File: src/rtl/store_fwd_hist_pkg.sv
// Shared pipeline definitions for MEM-stage store-data forwarding:
// instruction field positions and the retired-write history entry.
package store_fwd_hist_pkg;

  localparam int REG_W     = 5;
  localparam int RS2_LSB   = 20;
  localparam int RD_LSB    = 7;
  // Storage width of a history entry; the RV32 pipeline uses XLEN up to this.
  localparam int HIST_XLEN = 32;

  typedef struct packed {
    logic                 valid;
    logic [REG_W-1:0]     rd;
    logic [HIST_XLEN-1:0] data;
  } hist_entry_t;

  function automatic logic [REG_W-1:0] rs2_of(input logic [31:0] insn);
    return insn[RS2_LSB +: REG_W];
  endfunction

  function automatic logic [REG_W-1:0] rd_of(input logic [31:0] insn);
    return insn[RD_LSB +: REG_W];
  endfunction

endpackage

File: src/rtl/store_fwd_hist_fwd_prio_sel.sv
// Youngest-first priority mux: candidate 0 is the youngest and wins over
// every higher index; hit reports whether any candidate requested.
module fwd_prio_sel #(
  parameter int N  = 3,
  parameter int DW = 32
) (
  input  logic [N-1:0]         req,
  input  logic [N-1:0][DW-1:0] cand,
  output logic                 hit,
  output logic [DW-1:0]        data
);

  always_comb begin
    hit  = |req;
    data = '0;
    // Walk oldest to youngest so the lowest requesting index is left standing.
    for (int i = N - 1; i >= 0; i--) begin
      if (req[i]) data = cand[i];
    end
  end

endmodule

File: src/rtl/store_fwd_hist.sv
// MEM-stage store-data forwarding from the WB write plus a DEPTH-entry history
// of retired register writes, with flush clearing and a saturating hit counter.
module store_fwd_hist
  import store_fwd_hist_pkg::*;
#(
  parameter int XLEN  = 32,
  parameter int DEPTH = 2,
  parameter int CNT_W = 16
) (
  input  logic             clk,
  input  logic             rst,
  input  logic [31:0]      Instruction_EXMEM,
  input  logic             memWrite_EXMEM,
  input  logic [31:0]      Instruction_MEMWB,
  input  logic             we_MEMWB,
  input  logic [XLEN-1:0]  WB_data,
  input  logic [XLEN-1:0]  RegData2_EXMEM,
  input  logic             flush,
  output logic [XLEN-1:0]  fwd_data,
  output logic             fwd_hit,
  output logic [CNT_W-1:0] fwd_cnt
);

  hist_entry_t [DEPTH-1:0] hist_q, hist_d;
  logic [CNT_W-1:0]        cnt_q, cnt_d;

  logic [REG_W-1:0]             rs2, rd_wb;
  logic                         wb_ev, store_ok;
  logic [DEPTH:0]               cand_req;
  logic [DEPTH:0][XLEN-1:0]     cand_data;
  logic                         sel_hit;
  logic [XLEN-1:0]              sel_data;

  // Only the register fields of the two instruction words are decoded here.
  logic unused_insn_bits;
  assign unused_insn_bits = ^{Instruction_EXMEM, Instruction_MEMWB};

  always_comb begin
    rs2      = rs2_of(Instruction_EXMEM);
    rd_wb    = rd_of(Instruction_MEMWB);
    wb_ev    = we_MEMWB && (rd_wb != '0);
    store_ok = memWrite_EXMEM && (rs2 != '0) && !rst;
  end

  // Candidate 0 is the write retiring this cycle; history entry k follows as k+1.
  always_comb begin
    cand_req     = '0;
    cand_data    = '0;
    cand_req[0]  = wb_ev && (rd_wb == rs2);
    cand_data[0] = WB_data;
    for (int k = 0; k < DEPTH; k++) begin
      cand_req[k+1]  = hist_q[k].valid && (hist_q[k].rd == rs2);
      cand_data[k+1] = hist_q[k].data[XLEN-1:0];
    end
  end

  fwd_prio_sel #(
    .N  (DEPTH + 1),
    .DW (XLEN)
  ) u_prio (
    .req  (cand_req),
    .cand (cand_data),
    .hit  (sel_hit),
    .data (sel_data)
  );

  always_comb begin
    fwd_hit  = store_ok && sel_hit;
    fwd_data = fwd_hit ? sel_data : RegData2_EXMEM;
    fwd_cnt  = cnt_q;
  end

  // Flush wins over a simultaneous retire; stale duplicate rds are left in place.
  always_comb begin
    hist_d = hist_q;
    if (flush) begin
      for (int k = 0; k < DEPTH; k++) hist_d[k].valid = 1'b0;
    end else if (wb_ev) begin
      for (int k = DEPTH - 1; k > 0; k--) hist_d[k] = hist_q[k-1];
      hist_d[0].valid = 1'b1;
      hist_d[0].rd    = rd_wb;
      hist_d[0].data  = HIST_XLEN'(WB_data);
    end
  end

  always_comb begin
    cnt_d = cnt_q;
    if (fwd_hit && (cnt_q != '1)) cnt_d = cnt_q + 1'b1;
  end

  always_ff @(posedge clk) begin
    hist_q <= hist_d;
    cnt_q  <= cnt_d;
    if (rst) begin
      cnt_q <= '0;
      for (int k = 0; k < DEPTH; k++) hist_q[k].valid <= 1'b0;
    end
  end

endmodule

File: config.mk
export PLATFORM = sky130hd
export DESIGN_NAME = store_fwd_hist
export DESIGN_NICKNAME = d
export VERILOG_FILES = /design/src/rtl/store_fwd_hist_pkg.sv /design/src/rtl/store_fwd_hist_fwd_prio_sel.sv /design/src/rtl/store_fwd_hist.sv
export SDC_FILE = /design/constraint.sdc
export NUM_CORES = 1
export LEC_CHECK = 0
export CAP_MARGIN = 20
export CORE_MARGIN = 2
export CORE_UTILIZATION = 46
export CTS_BUF_LIST = sky130_fd_sc_hd__clkbuf_8 sky130_fd_sc_hd__clkbuf_16
export CTS_CLUSTER_SIZE = 10
export DETAILED_ROUTE_END_ITERATION = 16
export PLACE_DENSITY = 0.91
export SLEW_MARGIN = 10
export SYNTH_ARGS = -nofsm -noshare
export SYNTH_HDL_FRONTEND = slang
export SYNTH_SLANG_ARGS = --single-unit
export TNS_END_PERCENT = 30
File: constraint.sdc
create_clock -name clk -period 13.3 [get_ports clk]
set_input_delay 2.66 -clock clk [delete_from_list [all_inputs] [get_ports clk]]
set_output_delay 2.66 -clock clk [all_outputs]
set_load 0.02 [all_outputs]
==> results.json <==
{
  "grt_setup_unrepaired": "no",
  "synth_flop_cell": "edfxtp_1",
  "grt-ovfl-total": 0,
  "ctsResizeCount": 0,
  "hold_end": "cand_data[84]",
  "syn-mean-instance-area_um2": 11.9,
  "hold_start": "cand_data[52]",
  "status": "completed",
  "fmax_ghz": 0.115,
  "hpwl_um": 7280,
  "tns_ps": 0,
  "timing.critical_path.from": "Instruction_EXMEM[24]",
  "post-route-period-util_pct": 65.3,
  "grtUsageTotal_pct": 20.7,
  "final_core_util_pct": 63.9,
  "cts_made_buffers": 9,
  "grt_pass1_wl_um": 16600,
  "ff2ff_path_depth": 7,
  "fp.coreArea_um2": 9150,
  "synth_cells": 362,
  "die_width_um": 101,
  "cts_max_path_buffers": 2,
  "place.gp.congestion": 0.879,
  "synth-edff-count": 74,
  "vias": 3438,
  "clk_latency_ps": 340,
  "synth_area_leader_cell": "edfxtp_1",
  "critPathMaxFanout": 33,
  "drcViolationCount": 0,
  "dieArea_um2": 10200,
  "async_reset_ff_share_pct": 0,
  "final_nets": 616,
  "slew_headroom_pct": 38.2,
  "antenna_found_initial": 0,
  "setup_viol": 0,
  "grt_start_max_net_pins": 75,
  "r2r_end": "fwd_cnt[10]",
  "cts_tree": "yes",
  "timing.rr.start": "hist_q[35]",
  "cts_setup_buffers": 0,
  "synthToLayoutAreaGrowth_pct": 35.5,
  "power_density_nw_per_um2": 99.1,
  "hold_buffers": 0,
  "wl_per_cell_um": 17.7,
  "hold_viol_final": 0,
  "rows": 35,
  "tightestPinTransition_ps": 927,
  "clkTransAtPathRegs_ps": 90,
  "syn_area_um2": 4310,
  "arrival_ps": 6030,
  "holdCritPathClass": "flip-flop to flip-flop",
  "ctsHtreeMaxLevel": 3,
  "cts.sinks": 92,
  "synthTopCellsByArea": "edfxtp_1 (52%), dfxtp_1 (8.4%), a221oi_1 (6.5%), o31ai_1 (6.1%), nor2_1 (4.0%)",
  "synth_top_area_share_pct": 51.5,
  "final_cell_mix": "clkdlybuf4s50_1 (127), edfxtp_1 (74), nor2_1 (45)",
  "ys_types": 43,
  "p_leak_nw": 1.95,
  "drive_above_1_share_pct": 5.95,
  "yosys_warnings": 0,
  "io_buffers": 127,
  "first_pass_iters": 4,
  "crit_path_end_kind": "output port",
  "cp-start-kind": "input port",
  "criticalPathCategory": "input port to output port",
  "slew_viol_final": 0,
  "ant_nets": 0,
  "cts-root-buf": "clkbuf_8",
  "n_antenna_cell": 0,
  "final_common_cell": "clkdlybuf4s50_1",
  "first_global_vias": 3434,
  "start_util_pct": 47.1,
  "min_period_ps": 8690,
  "holdPathStages": 0,
  "reg2reg_slack_ps": 10890,
  "wl_um": 10600,
  "peakVddDrop_v": 0.0000554,
  "seq_area_frac_synth_pct": 59.9,
  "drtIter0Drc": 313,
  "finalClockSkew_ps": 11.5,
  "pin_count": 182,
  "drv_cap": 0,
  "vias_per_cell": 5.75,
  "synth-seq-cells": 92,
  "required_ps": 10640,
  "die_y_um": 101,
  "synth_fp_nets": 496
}
-- cells in the mapped netlist, types with 2 or more instances --
library cell  count
a21oi_1           7
a221oi_1         32
buf_2             9
buf_6             4
clkbuf_1         10
dfxtp_1          18
edfxtp_1         74
inv_1             6
nand2_1          39
nand3_1           7
nand4_1           5
nor2_1           46
nor2b_1           4
nor3_1            4
nor4_4            2
nor4b_1           2
o2111ai_1         2
o21ai_0           7
o31ai_1          35
or3_1             3
or4_1             6
xnor2_1          11
xor2_1            9
-- cell families (layout without fill, tap and decap cells) --
logic type	Yosys count	count (layout)	synth area share, %
DFF	92	92	59.9
adders and majority gates	1	1	0.290
and+or+nand+nor	123	123	14.0
muxes	3	3	0.754
buffers and inverters	30	155	3.66
xor gates and xnor gates	20	20	4.06
AOI/OAI and AO/OA	93	93	17.4
-- final cells by class --
| cell class | instances | area, µm² |
|---|---|---|
| multi-input cells | 240 | 1580 |
| clock buffers | 9 | 124 |
| inverters | 6 | 22.5 |
| clock inverters | 7 | 61.3 |
| repair buffers | 133 | 1340 |
| well taps | 111 | 139 |
| flip-flops and latches | 92 | 2580 |
| fillers | 682 | 3310 |
-- through the flow --
stage | setup WS, ps | area, µm² | power, mW | cells | hold WS (ps)
5_1_grt | 4420 | 5840 | 0.600 | 598 | 470
3_3_place_gp | 4620 | 5630 | 0.404 | 581 | 430
6_report | 4610 | 5840 | 0.579 | 598 | 450
2_1_floorplan | 6170 | 4310 | 0.364 | 362 | 426
3_5_place_dp | 4540 | 5660 | 0.407 | 582 | 438
4_1_cts | 4560 | 5840 | 0.581 | 598 | 448
-- worst max-delay path by stage --
stage / cells past startpoint / end
floorplan: 7 / fwd_data[10]
global placement: 7 / fwd_data[0]
detailed placement: 10 / fwd_data[18]
CTS: 10 / fwd_data[18]
global route: 10 / fwd_data[18]
finish: 10 / fwd_data[5]
-- where the power goes --
| group | switching, mW | leakage, nW | internal, mW |
|---|---|---|---|
| combinational | 0.0324 | 1.01 | 0.0375 |
| clock | 0.0938 | 0.101 | 0.0848 |
| sequential | 0.00554 | 0.839 | 0.325 |
| total | 0.132 | 1.95 | 0.447 |
-- sequential cells by signal, indices dropped and copies added (netlist names) --
register   cells
hist_q        12
cand_data     64
fwd_cnt       16
-- routing by layer --
metal	part of all wire [%]	vias to the layer above	GRT usage, %
met2	51	126	35.7
li1	-	1635	-
met3	5.2	14	2.15
met1	42	1663	27.0
met5	0	-	0
met4	1.3	0	7.27
-- worst max-delay path: stages --
cell             delay (ps)
clkdlybuf4s50_1         610
xor2_1                  260
nor4_4                   90
and2_1                  140
buf_4                   250
nor3_4                  570
buf_4                   350
a221oi_1                110
o31ai_1                 300
clkdlybuf4s50_1         670
Power figures use the tool's default switching activity.
